`config.mk`:
```
export PLATFORM = sky130hd
export DESIGN_NAME = nx_distributor
export DESIGN_NICKNAME = d
export VERILOG_FILES = /design/src/rtl/nx_distributor.sv
export SDC_FILE = /design/constraint.sdc
export NUM_CORES = 1
export LEC_CHECK = 0
export BUFFER_PORTS_ARGS = -buffer_cell sky130_fd_sc_hd__buf_2
export CAP_MARGIN = 40
export CELL_PAD_IN_SITES_DETAIL_PLACEMENT = 2
export CELL_PAD_IN_SITES_GLOBAL_PLACEMENT = 2
export CORE_UTILIZATION = 33
export CTS_CLUSTER_DIAMETER = 120
export CTS_CLUSTER_SIZE = 20
export DETAILED_ROUTE_END_ITERATION = 10
export GPL_ROUTABILITY_DRIVEN = 1
export GPL_TIMING_DRIVEN = 0
export PLACE_DENSITY_LB_ADDON = 0.15
export SLEW_MARGIN = 15
export SYNTH_ARGS = -nofsm -noshare
export SYNTH_HDL_FRONTEND = slang
export SYNTH_HIERARCHICAL = 1
export SYNTH_SLANG_ARGS = --single-unit
```
`constraint.sdc`:
```
create_clock -name clk -period 1.7 [get_ports clk]
set_input_delay 0.34 -clock clk [delete_from_list [all_inputs] [get_ports clk]]
set_output_delay 0.34 -clock clk [all_outputs]
set_load 0.005 [all_outputs]
```
`src/rtl/nx_distributor.sv`:
```
// nx_distributor: packet router from one inbound stream to two outbound streams.
// The header beat's MSB selects port A (0) or B (1). The route is locked until
// the packet's last beat. Each port is buffered by its own 2-entry register FIFO.

// Two-entry FIFO whose head entry drives the outbound stream directly from flops.
module nx_distributor_fifo #(
  parameter int BUS_W = 8
) (
  input  logic             clk,
  input  logic             rst,
  input  logic             push,
  input  logic [BUS_W-1:0] in_data,
  input  logic             in_last,
  output logic [BUS_W-1:0] out_data,
  output logic             out_last,
  output logic             out_valid,
  input  logic             out_ready,
  output logic             full
);

  logic [BUS_W-1:0] spare_data;
  logic             spare_last;
  logic             spare_valid;
  logic             pop;

  // Pop handshake, and the full flag that back-pressures the inbound side.
  always_comb begin
    pop  = out_valid & out_ready;
    full = spare_valid;
  end

  // Head/spare entry update. Full plus push never happens because the
  // inbound side is held off by full. Push and pop together keep occupancy.
  always_ff @(posedge clk or negedge rst) begin
    if (!rst) begin
      out_data    <= {BUS_W{1'b0}};
      out_last    <= 1'b0;
      out_valid   <= 1'b0;
      spare_data  <= {BUS_W{1'b0}};
      spare_last  <= 1'b0;
      spare_valid <= 1'b0;
    end else begin
      case ({pop, push})
        2'b10: begin
          if (spare_valid) begin
            out_data    <= spare_data;
            out_last    <= spare_last;
            spare_valid <= 1'b0;
          end else begin
            out_valid   <= 1'b0;
          end
        end
        2'b01: begin
          if (!out_valid) begin
            out_data    <= in_data;
            out_last    <= in_last;
            out_valid   <= 1'b1;
          end else begin
            spare_data  <= in_data;
            spare_last  <= in_last;
            spare_valid <= 1'b1;
          end
        end
        2'b11: begin
          if (spare_valid) begin
            out_data    <= spare_data;
            out_last    <= spare_last;
            spare_data  <= in_data;
            spare_last  <= in_last;
          end else begin
            out_data    <= in_data;
            out_last    <= in_last;
          end
        end
        default: begin
          out_valid   <= out_valid;
          spare_valid <= spare_valid;
        end
      endcase
    end
  end

endmodule

module nx_distributor #(
  parameter int BUS_W = 8
) (
  input  logic             clk,
  input  logic             rst,
  input  logic [BUS_W-1:0] inbound_data,
  input  logic             inbound_last,
  input  logic             inbound_valid,
  output logic             inbound_ready,
  output logic [BUS_W-1:0] outbound_a_data,
  output logic             outbound_a_last,
  output logic             outbound_a_valid,
  input  logic             outbound_a_ready,
  output logic [BUS_W-1:0] outbound_b_data,
  output logic             outbound_b_last,
  output logic             outbound_b_valid,
  input  logic             outbound_b_ready
);

  typedef enum logic [1:0] {
    IDLE    = 2'd0,
    ROUTE_A = 2'd1,
    ROUTE_B = 2'd2
  } state_t;

  state_t state;
  logic   run;
  logic   dest_b;
  logic   accept;
  logic   push_a;
  logic   push_b;
  logic   full_a;
  logic   full_b;

  // Destination of the current beat: header MSB in IDLE, locked port otherwise.
  // Ready is held low until the first edge after reset release.
  always_comb begin
    dest_b = 1'b0;
    case (state)
      IDLE:    dest_b = inbound_data[BUS_W-1];
      ROUTE_A: dest_b = 1'b0;
      ROUTE_B: dest_b = 1'b1;
      default: dest_b = 1'b0;
    endcase
    if (dest_b) begin
      inbound_ready = run & ~full_b;
    end else begin
      inbound_ready = run & ~full_a;
    end
    accept = inbound_valid & inbound_ready;
    push_a = accept & ~dest_b;
    push_b = accept & dest_b;
  end

  // Enables inbound_ready once reset has been released for one edge.
  always_ff @(posedge clk or negedge rst) begin
    if (!rst) begin
      run <= 1'b0;
    end else begin
      run <= 1'b1;
    end
  end

  // Packet routing FSM: opens a route on a multi-beat header and closes it on last.
  always_ff @(posedge clk or negedge rst) begin
    if (!rst) begin
      state <= IDLE;
    end else begin
      case (state)
        IDLE: begin
          if (accept && !inbound_last) begin
            state <= dest_b ? ROUTE_B : ROUTE_A;
          end else begin
            state <= IDLE;
          end
        end
        ROUTE_A, ROUTE_B: begin
          if (accept && inbound_last) begin
            state <= IDLE;
          end else begin
            state <= state;
          end
        end
        default: state <= IDLE;
      endcase
    end
  end

  nx_distributor_fifo #(.BUS_W(BUS_W)) u_fifo_a (
    .clk       (clk),
    .rst       (rst),
    .push      (push_a),
    .in_data   (inbound_data),
    .in_last   (inbound_last),
    .out_data  (outbound_a_data),
    .out_last  (outbound_a_last),
    .out_valid (outbound_a_valid),
    .out_ready (outbound_a_ready),
    .full      (full_a)
  );

  nx_distributor_fifo #(.BUS_W(BUS_W)) u_fifo_b (
    .clk       (clk),
    .rst       (rst),
    .push      (push_b),
    .in_data   (inbound_data),
    .in_last   (inbound_last),
    .out_data  (outbound_b_data),
    .out_last  (outbound_b_last),
    .out_valid (outbound_b_valid),
    .out_ready (outbound_b_ready),
    .full      (full_b)
  );

endmodule

```
# Word-level counts from Yosys, hierarchy flattened
# Cells that the tools add are included.
# word_totals
ff_bits	43
input_bits	14
out_inout_bits	21
word_cells	104
# op_classes
n_eq_ne	19
muxes	42
bitwise_logic	10
reduce_logical	19
# ops
operator	n
$mux 8	10
$pmux 8 s3	2
$pmux 8 s2	2
$mux 1	15
$pmux 1 s2	7
$ne 2x1->1 const B	6
$reduce_and 3->1	4
$eq 2x2->1 const B	5
$ne 2x2->1 const B	5
$reduce_and 2->1	4
$reduce_bool 2->1	4
$and 1x1->1	7
$eq 2x1->1 const B	3
$mux 2	3
$pmux 1 s3	2
$reduce_bool 3->1	2
$pmux 2 s2	1
$not 1->1	3
$logic_and 1x1->1	2
$logic_not 2->1	1
$reduce_or 2->1	1
$logic_not 1->1	1

# Longest topological paths before layout
# Gate-level depths: netlist of the first run.
# depth
word_depth	8
ltp_mapped	8
depth_no_buf	7

# Hierarchy
# The synthesis of the first run kept the hierarchy.
# modules_own_cells
mod	n_inst	cells_per_inst	area_each_um2	seq_area_each_um2
nx_distributor_fifo	2	90	1011.0	500.5
nx_distributor	1	23	220.2	75.1

# Worst setup path before layout of the first run
# OpenSTA, ideal clock, no wires.
# synth_timing
kind	flip-flop to flip-flop
startpoint	reg state[0]
endpoint	reg u_fifo_b.spare_data[0]
setup_time_ns	0.125
arrival_ns	1.714
t_required_ns	1.575
setup_slack_ns	-0.139
stages_incl_launch_ff	8
path_buffers	1
synth_period_minus_slack_ns	1.839
path_cell_list	dfrtp_1 -> inv_1 -> ha_1 -> a21o_1 -> nor3b_2 -> and3_1 -> buf_6 -> mux2_4
# synth_between
elab_chain_cells	8
elab_cells_between_ends	13
classes_between	eq/ne: 5; mux: 3; bitwise: 2; reduce/logical: 3
# synth_rtl
item	line	source
start, declared	110	state_t state;
start signal, assigned	156	state <= dest_b ? ROUTE_B : ROUTE_A;
start signal, assigned	165	state <= state;
$eq 2x2->1 / $logic_not 2->1 (equally long branches)	123	case (state)
$pmux 1 s2 *	123	
$mux 1	129	if (dest_b) begin
$and 1x1->1	134	accept = inbound_valid & inbound_ready;
$and 1x1->1 *	136	push_b = accept & dest_b;
named net push_b	115	logic push_b;
$eq 2x2->1 / $eq 2x1->1 (equally long branches)	43	case ({pop, push})
$ne 2x1->1 (no line) / $reduce_bool 2->1 (equally long branches)	--	
$reduce_and 3->1 (no line)	--	
end signal, assigned	39	spare_data <= {BUS_W{1'b0}};
end signal, assigned	59	spare_data <= in_data;
end signal, assigned	68	spare_data <= in_data;
end, declared	21	logic [BUS_W-1:0] spare_data;
# Mark *: on every way through the listed nets, which the timed path passes. The rest lies on a longest branch.
# A chain may end at the register's enable or synchronous reset.

# Final worst setup path of the first run
# layout_timing
startpoint	reg state[1]
endpoint	reg u_fifo_b.spare_data[6]
# Same word-level chain as after synthesis.

==> summary.txt, run 1 <==
Placed design
  • Count of input and output buffers: 34
  • Routability congestion estimate: 0.7314
  • Placed Cells: 315
  • Cell Area, Placed: 2544 sq um
  • Post-DP HPWL: 4.156 mm
  • DP Worst Slack: -0.4216 ns

Timing
  • Slew @ Worst Pin: 0.5224 ns
  • Final setup viols: 40
  • Crit path setup slack, layout: -0.2888 ns
  • Slew Viols, Final: 0
  • Hold violation total from the final report: 0
  • Clock Skew: 0.005406 ns
  • RSZ-0062 raised after global routing: yes
  • Hold Slack: 0.3155 ns
  • Fmax: 0.5028 GHz
  • Relative slew slack: 65.17%
  • Period minus WS final: 1.989 ns
  • Final setup TNS: -8.288 ns
  • Final period utilization: 117.0%

Drt
  • DR vias/cell: 5.642
  • Routed Antenna Nets: 0
  • First drt pass iteration count: 9
  • Total Wirelength: 7.111 mm
  • Vias: 1,924
  • Post-route DRC: 10
  • Average wire per cell in the routed design: 20.85 um
  • Starting DRT DRC Count: 102

Power
  • Lkg Pwr: 1.396 nW
  • Total chip power: 4.548 mW
  • Peak supply drop: 0.6010 mV
  • Power density cells: 1458 nW/um^2

Clock network
  • Count of clock tree sinks: 43
  • Max Root-Sink Buffers: 2
  • CTS root buf: clkbuf_8
  • Skew-Pair Late Insertion Delay: 0.30 ns
  • Number of CTS-inserted buffers: 5
  • Max H-tree Level: 2
  • Clk slew on worst S/H paths: 0.09 ns
  • CTS tree: yes

Yosys
  • Syn nets: 219
  • Post-synthesis cell type count: 27
  • Post-synthesis cell area: 2242 sq um
  • Yosys reg bits: 43
  • Number of synthesis warnings: 6
  • Synth Area per Inst: 11.05 sq um
  • Synthesized instance count: 203
  • Sequential area share after synthesis: 47.99%

Run status
  • Failing checks: DRC, setup timing
  • Status: finished with violations

GRT
  • Number of global-route vias before repair: 2,015
  • Grt total ovfl: 0
  • Largest net degree at the start of global routing: 30
  • Global-route wire length before repair: 10.69 mm
  • Gr usage total: 19.19%
  • Initial antenna violation count: 0

Final layout
  • Layout overhead on the synthesized area: 39.12%
  • Commonest non-fill, non-tap cell in the layout: dfrtp_1
  • Reg area: 1076 sq um
  • Layout Utilization: 48.30%
  • Layout cells sized above 1: 46.59%
  • Number of diodes: 0
  • Multi-input gate area in the final layout: 1251 sq um
  • FILL cells: 671
  • Finished layout cell area: 3119 sq um
  • # nets final: 279
  • Commonest non-fill, non-tap cells in the layout: dfrtp_1, buf_2, inv_1
  • Final Non-Filler Cells: 341

Floorplanning
  • Initial Util: 34.72%
  • Core area: 6459 sq um
  • Io pins: 35
  • Die X-Extent: 84.43 um
  • Chip height: 84.43 um
  • Die Area: 7128 sq um
  • Row count: 29

Worst setup path
  • Critical Path AT: 2.18 ns
  • Crit path max fanout: 5
  • WS Path Type: register to register
  • R2R setup slack: -0.29 ns
  • Worst r2r dst: u_fifo_b/spare_data[6]
  • Setup crit start kind: register
  • Crit path from: state[1]
  • Worst reg2reg path depth: 8
  • Worst setup EP type: register
  • CP endpoint: u_fifo_b/spare_data[6]
  • Reg2Reg Launch Point: state[1]
  • Worst EP required: 1.89 ns

Min path
  • Hold WC Path Type: input port to register

Run
  • Max cap viols: 0
## state kept, by name, summed over array words and instances (netlist names), 2 cells and up
register,flops
u_fifo_b/out_data,8
u_fifo_b/spare_data,8
state,2
u_fifo_a/out_data,8
u_fifo_a/spare_data,8
## kinds of logic (layout without fill, tap and decap cells)
group / count (synthesis) / after routing / share of synthesized area (%)
compound gates: 69 / 70 / 22.27
fa+ha+maj: 2 / 2 / 1.116
buf+inv: 35 / 95 / 6.752
flops: 43 / 43 / 47.99
mux: 18 / 18 / 12.05
other cells: 1 / 1 / 0.1673
simple gates: 35 / 35 / 9.654
## routing by layer
metal	vias up	global-route usage, %	part of all wire [%]
li1	882	-	-
met1	991	24.94	44
met2	43	33.46	52
met3	8	2.852	3.2
met4	0	5.239	1.7
met5	-	0	0
## cells in the mapped netlist
master     instances  share of area (%)
a21o_1             3                1.0
a21oi_1            2               0.45
a221oi_1           1               0.39
a221oi_2           1               0.67
a222oi_1          18                8.0
and3_1             2               0.56
buf_2              2               0.45
buf_6              2                1.0
clkbuf_1           6                1.0
clkbuf_2           2               0.45
conb_1             1               0.17
dfrtp_1           43                 48
ha_1               2                1.1
inv_1             23                3.9
mux2_4            18                 12
nand2_1            6                1.0
nand2b_1          20                5.6
nand3_1            1               0.22
nand3b_1           2               0.67
nor2b_1            1               0.28
nor3_2             1               0.45
nor3b_1            1               0.33
nor3b_2            1               0.56
o21ai_0           24                5.4
o22ai_1           16                4.5
o22ai_2            2                1.1
o2bb2ai_1          2               0.78
## worst max-delay path: stages, from the launching register on
cell and delay (ns):
dfrtp_1 0.44, inv_2 0.09, ha_4 0.14, a21o_4 0.14
nor3b_4 0.25, buf_6 0.17, and3_4 0.21, buf_8 0.14
mux2_4 0.30
## area by class of cell
| class | count | area share, % |
|---|---|---|
| clock inverter | 2 | 0.4011 |
| inverter | 23 | 2.768 |
| tap | 77 | 3.089 |
| timing repair buffer | 52 | 13.08 |
| buffer | 12 | 3.730 |
| multi-input combinational | 126 | 40.11 |
| clock buffer | 6 | 2.327 |
| sequential | 43 | 34.50 |
## where the power goes
group	internal [mW]	total, mW	switching [mW]
Combinational	1.06	1.99	0.928
Sequential	1.47	1.88	0.413
Clock	0.288	0.680	0.392
## worst min-delay path by stage
| stage | from | to | cells past startpoint |
|---|---|---|---|
| 2_1_floorplan | rst | run | 0 |
| 3_3_place_gp | u_fifo_b/spare_data[4] | u_fifo_b/spare_data[4] | 1 |
| 3_5_place_dp | rst | u_fifo_b/spare_data[1] | 1 |
| 4_1_cts | inbound_data[0] | u_fifo_b/spare_data[0] | 2 |
| 5_1_grt | inbound_data[0] | u_fifo_b/spare_data[0] | 2 |
| 6_report | inbound_data[0] | u_fifo_b/spare_data[0] | 2 |
## what timing repair did
action / 4_1_cts / 5_1_grt
gates cloned: 2 / 3
endpoints found under the hold margin: 14 / 0
hold buffers: 1 / 0
endpoints found under the setup margin: 40 / 39
resized for setup: 30 / 47
setup buffers: 8 / 4
pin swaps: 10 / 18
Power figures use the tool's default switching activity.
==> run 2, diff against run 1 <==
BUFFER_PORTS_ARGS = not set   (was -buffer_cell sky130_fd_sc_hd__buf_2)
CORE_UTILIZATION = 37   (was 33)
DONT_BUFFER_PORTS = 1   (was not set)
==> run 2 against run 1 <==
Net effect: the run ends with setup timing left; maximum frequency decreased by 2.3%; combinational power decreased by 11%; critical path depth is the same; sequential share of layout area is 1.5 points higher; routed wire length increased by 4.0%; critical path type unchanged; cell count down 11%; worst setup slack got worse by 0.047 ns.
==> summary.txt, run 2 (same netlist as run 1, synthesis figures left out) <==
Placed design
  • Post-DP HPWL: 4.495 mm
  • Placed Cells: 275
  • Count of input and output buffers: 0
  • Routability congestion estimate: 0.8019

Drt
  • Starting DRT DRC Count: 129
  • First drt pass iteration count: 4
  • Post-route DRC: 0
  • DR vias/cell: 6.043
  • Vias: 1,843
  • Total Wirelength: 7.396 mm
  • Average wire per cell in the routed design: 24.25 um
  • Routed Antenna Nets: 0

Timing
  • Period minus WS final: 2.036 ns
  • Final setup TNS: -9.020 ns
  • Fmax: 0.4911 GHz
  • Hold violation total from the final report: 0
  • Relative slew slack: 63.16%
  • Crit path setup slack, layout: -0.3363 ns
  • Slew @ Worst Pin: 0.5527 ns
  • Clock Skew: 0.007149 ns
  • Final period utilization: 119.8%
  • Final setup viols: 41
  • RSZ-0062 raised after global routing: yes
  • Slew Viols, Final: 0

Clock network
  • Number of CTS-inserted buffers: 5
  • Clk slew on worst S/H paths: 0.08 ns
  • CTS tree: yes
  • Max H-tree Level: 2
  • Skew-Pair Late Insertion Delay: 0.29 ns
  • CTS root buf: clkbuf_8
  • Count of clock tree sinks: 43
  • Max Root-Sink Buffers: 2

GRT
  • Initial antenna violation count: 0
  • Global-route wire length before repair: 11.41 mm
  • Grt total ovfl: 0
  • Largest net degree at the start of global routing: 44
  • Number of global-route vias before repair: 1,993
  • Gr usage total: 24.53%

Power
  • Power density cells: 1474 nW/um^2
  • Peak supply drop: 0.6219 mV
  • Total chip power: 4.405 mW
  • Lkg Pwr: 1.291 nW

Final layout
  • Number of diodes: 0
  • Commonest non-fill, non-tap cells in the layout: dfrtp_1, inv_1, mux2_4, a222oi_1
  • Layout overhead on the synthesized area: 33.31%
  • FILL cells: 546
  • Layout cells sized above 1: 39.06%
  • Final Non-Filler Cells: 305
  • Layout Utilization: 52.67%
  • # nets final: 249
  • Commonest non-fill, non-tap cell in the layout: dfrtp_1

Worst setup path
  • Crit path max fanout: 5
  • Worst setup EP type: register
  • Critical Path AT: 2.22 ns
  • CP peak stage delay: 0.43 ns
  • WS Path Type: register to register
  • Slowest CP cell: dfrtp_1
  • Worst EP required: 1.88 ns
  • Worst path cell trace: inv_2 -> ha_4 -> a21o_4 -> nor3b_4 -> buf_6 -> and3_4 -> buf_8 -> mux2_4
  • Setup crit start kind: register

Floorplanning
  • Initial Util: 39.51%
  • Die X-Extent: 79.85 um
  • Chip height: 79.85 um
  • Core area: 5675 sq um
  • Io pins: 35
  • Die Area: 6375 sq um
  • Row count: 27

Min path
  • Hold WC Path Type: input port to register

Run status
  • Failing checks: setup timing
  • Status: finished with violations

Run
  • Max cap viols: 0
-- run 2: cell count changes in the layout (fill, tap and decap cells not counted), moves of 2 or more --
cell / before / now
o21ai_1: 9 / 5
buf_4: 6 / 9
o21ai_0: 7 / 12
clkbuf_8: 5 / 7
buf_2: 36 / 2
-- run 2: through the flow --
| stage | instance area [sq um] | setup slack, ns | hold WS, ns |
|---|---|---|---|
| global placement | 2347 | -0.4081 | 0.04555 |
| detailed placement | 2347 | -0.5698 | 0.04554 |
| CTS | 2882 | -0.3190 | 0.1770 |
| global route | 2989 | -0.3820 | 0.1713 |
| floorplan | 2257 | -0.1190 | 0.04441 |
| finish | 2989 | -0.3363 | 0.1869 |
-- run 2: area by class of cell --
cell class	count	area (sq um)	share of cell area, %
flip-flops and latches	43	1076	36.00
plain buffers	12	126.4	4.228
well taps	72	90.09	3.014
clock inverters	1	5.005	0.1674
repair buffers	22	266.5	8.916
clock buffers	6	82.58	2.763
multi-input cells	126	1256	42.03
inverters	23	86.33	2.888
-- run 2: power breakdown --
group	switching [mW]	total [mW]	leakage, nW	internal (mW)
sequential	0.488	1.95	0.546	1.47
clock	0.358	0.677	0.0470	0.320
combinational	0.859	1.77	0.698	0.914
total	1.71	4.41	1.29	2.70
-- run 2: layer usage --
| layer | vias up | global-route usage, % | wire (um) |
|---|---|---|---|
| met2 | 40 | 43.25 | 3860 |
| met5 | - | 0 | 0 |
| met3 | 5 | 5.829 | 308 |
| met1 | 980 | 30.43 | 3169 |
| li1 | 818 | - | - |
| met4 | 0 | 4.821 | 58 |
-- run 2: final timing paths --
path | from | to | slack [ns] | depth (start not counted)
max in group asynchronous | rst | u_fifo_b/spare_data[0] | 0.95 | 2
worst max-delay path | state[1] | u_fifo_b/spare_data[2] | -0.34 | 8
worst max register to register | state[1] | u_fifo_b/spare_data[2] | -0.34 | 8
min in group asynchronous | rst | u_fifo_b/out_valid | 0.54 | 2
worst min-delay path | inbound_data[6] | u_fifo_a/spare_data[6] | 0.19 | 1
worst min register to register | u_fifo_b/spare_data[5] | u_fifo_b/spare_data[5] | 0.52 | 1
-- run 2: what timing repair did --
action	4_1_cts	5_1_grt
setup endpoints to repair	41	41
resized for setup	54	22
hold buffers	2	0
setup buffers	15	5
hold endpoints to repair	43	0
gates cloned	3	1
pin swaps	22	21
-- run 2: critical path, delay by kind of cell, from the launching register on --
kind / cells / cell delay [ns]
compound gates: 1 / 0.13
fa+ha+maj: 1 / 0.14
buf+inv: 3 / 0.38
flops: 1 / 0.43
mux: 1 / 0.30
simple gates: 2 / 0.53
==> run 3, diff against run 2 <==
ABC_AREA = 1   (was not set)
CORE_UTILIZATION = 33   (was 37)
==> run 3 against run 2 <==
Net effect: the flow still finishes with violations (setup timing); sequential power fell by 26%; cell area is 1.9% lower; largest power group unchanged; maximum frequency is 12% higher; die area grew 8.0%; via count decreased by 0.22%; sequential cell count is the same.
==> summary.txt, run 3 <==
Floorplanning
  • Io pins: 35
  • Row count: 29
  • Die X-Extent: 82.99 um
  • Die Area: 6887 sq um
  • Initial Util: 34.09%
  • Core area: 6350 sq um
  • Chip height: 82.99 um

Yosys
  • Number of synthesis warnings: 6
  • Most common cell in the netlist: nand2_1
  • Top cells by count, synth: nand2_1, inv_1, dfrtp_1
  • Post-synth ARST share: 100.0%
  • Adder-cell share of the synthesized area: 1.156%
  • Post-Synth Simple-Gate Area: 28.79%
  • Ranking of synthesized cells by area: dfrtp_1, nand2_1, inv_1, o21ai_2, nand3_1
  • Synthesized instance count: 269
  • Leading area contributor after synthesis: dfrtp_1
  • Main combinational cell family by area after synthesis: simple AND/OR/NAND/NOR gates
  • Post-synthesis cell type count: 19
  • Syn nets: 285
  • Post-synth top flop: dfrtp_1
  • Post-synthesis cell area: 2165 sq um
  • Synth Area per Inst: 8.047 sq um
  • Sequential area share after synthesis: 49.71%
  • Number of synthesized flops with an enable pin: 0
  • Synth Area in Compound Gates: 9.306%
  • XOR/XNOR Fraction of Synth Area: 0%
  • Yosys reg bits: 43
  • Synth top area share: 49.71%
  • Post-synthesis mux area share: 0%

Final layout
  • Commonest non-fill, non-tap cell in the layout: nand2_1
  • Commonest non-fill, non-tap cells in the layout: nand2_1, inv_1, dfrtp_1
  • FILL cells: 667
  • Layout cells sized above 1: 36.24%
  • Layout overhead on the synthesized area: 35.49%
  • # nets final: 314
  • Multi-input gate area in the final layout: 1142 sq um
  • Reg area: 1076 sq um
  • Final Non-Filler Cells: 375
  • Number of diodes: 0
  • Layout Utilization: 46.19%

GRT
  • Gr usage total: 20.40%
  • Global-route wire length before repair: 11.10 mm
  • Grt total ovfl: 0
  • Largest net degree at the start of global routing: 44
  • Initial antenna violation count: 0
  • Number of global-route vias before repair: 2,193

Timing
  • Period minus WS final: 1.817 ns
  • RSZ-0062 raised after global routing: yes
  • Crit path setup slack, layout: -0.1172 ns
  • Hold violation total from the final report: 0
  • Final period utilization: 106.9%
  • Fmax: 0.5503 GHz
  • Clock Skew: 0.004979 ns
  • Slew Viols, Final: 0
  • Hold Slack: 0.1999 ns
  • Final setup TNS: -2.634 ns
  • Final setup viols: 37

Drt
  • Total Wirelength: 6.415 mm
  • Routed Antenna Nets: 0
  • First drt pass iteration count: 3
  • Average wire per cell in the routed design: 17.11 um
  • DR vias/cell: 4.904
  • Post-route DRC: 0
  • Starting DRT DRC Count: 51
  • Vias: 1,839

Power
  • Power density cells: 959.3 nW/um^2
  • Peak supply drop: 0.4339 mV
  • Lkg Pwr: 1.543 nW

Run
  • Max cap viols: 0

Clock network
  • Number of CTS-inserted buffers: 5
  • Skew-Pair Late Insertion Delay: 0.29 ns
  • Max Root-Sink Buffers: 2
  • CTS tree: yes
  • Max H-tree Level: 2
  • Clk slew on worst S/H paths: 0.08 ns
  • CTS root buf: clkbuf_8
  • Count of clock tree sinks: 43

Worst setup path
  • Worst setup EP type: register
  • Crit path max fanout: 5
  • Critical Path AT: 2.01 ns
  • Worst r2r dst: u_fifo_b/spare_data[1]
  • Worst EP required: 1.89 ns
  • Reg2Reg Launch Point: state[1]
  • R2R setup slack: -0.12 ns
  • Worst reg2reg path depth: 12
  • Setup crit start kind: register
  • WS Path Type: register to register

Run status
  • Status: finished with violations
  • Failing checks: setup timing

Min path
  • Hold endpoint: u_fifo_b/spare_data[6]
  • Hold path cells: 2
  • Hold WC Path Type: input port to register
  • Hold_sp: inbound_data[6]

Placed design
  • Count of input and output buffers: 0
  • Routability congestion estimate: 0.6963
  • Placed Cells: 346
  • Post-DP HPWL: 3.799 mm
[run 3: cell count changes in the layout (fill, tap and decap cells not counted), moves of 12 or more]
cell | before | now
a222oi_1 | 18 | 0
inv_1 | 21 | 45
mux2_4 | 18 | 0
nand2_1 | 6 | 77
nand2_2 | 0 | 12
nand2_4 | 0 | 19
nand2b_1 | 12 | 0
nand3_1 | 1 | 17
o21ai_0 | 12 | 0
[run 3: stage by stage]
| step | setup slack (ns) | area (sq um) | power [mW] |
|---|---|---|---|
| 3_3_place_gp | -0.2315 | 2311 | 1.855 |
| 2_1_floorplan | -0.006803 | 2215 | 1.772 |
| 4_1_cts | -0.2252 | 2885 | 2.795 |
| 3_5_place_dp | -0.2892 | 2311 | 1.890 |
| 5_1_grt | -0.2381 | 2933 | 2.989 |
| 6_report | -0.1172 | 2933 | 2.814 |
[run 3: repair_timing]
item,CTS,global route
pin swaps,18,5
gates resized for setup,62,19
cloned,3,0
hold endpoints to repair,43,0
hold buffers,2,0
setup endpoints to repair,36,42
buffers inserted,19,1
[run 3: critical path: stages (launching register included)]
cell and delay [ns]:
dfrtp_1 0.41, inv_1 0.07, ha_2 0.18, nand2_2 0.08
nand3_2 0.07, nand2_2 0.06, nor2_4 0.16, nand3_4 0.12
inv_6 0.10, nand3_4 0.16, buf_12 0.20, nand2_2 0.05
o21ai_2 0.04
[run 3: layout make-up]
| cell class | count | share of cell area [%] |
|---|---|---|
| buffer | 4 | 1.877 |
| sequential | 43 | 36.69 |
| timing repair buffer | 22 | 9.130 |
| multi-input combinational | 172 | 38.95 |
| inverter | 50 | 7.082 |
| clock buffer | 6 | 2.816 |
| clock inverter | 1 | 0.1706 |
| tap | 77 | 3.285 |
[run 3: report_power, final]
| part | internal (mW) | leakage, nW | switching, mW |
|---|---|---|---|
| logic | 0.319 | 0.927 | 0.378 |
| clock network | 0.319 | 0.0470 | 0.351 |
| registers | 1.24 | 0.570 | 0.205 |
[run 3: how the worst max path moves through the flow]
| stage | endpoint | start | slack [ns] | cells after the start |
|---|---|---|---|---|
| after floorplan | u_fifo_a/spare_data[2] | state[0] | -0.007 | 13 |
| after global placement | u_fifo_b/spare_data[2] | state[0] | -0.23 | 13 |
| after detailed placement | u_fifo_b/spare_data[2] | state[0] | -0.29 | 13 |
| after CTS | u_fifo_b/spare_last | state[1] | -0.23 | 13 |
| after global routing | state[0] | state[1] | -0.24 | 13 |
| final | u_fifo_b/spare_data[1] | state[1] | -0.12 | 12 |
[run 3: cells by family (layout without fill, tap and decap cells)]
family | count (synthesis) | in the layout
compound gates | 25 | 25
buf+inv | 56 | 83
flops | 43 | 43
other cells | 1 | 1
simple gates | 142 | 144
fa+ha+maj | 2 | 2
[run 3: routing by layer]
metal	track usage (%)	routed length, um	up-vias
met2	37.41	3460	22
met4	4.232	59	0
met5	0	0	-
li1	-	-	875
met3	3.579	163	5
met1	24.90	2731	937
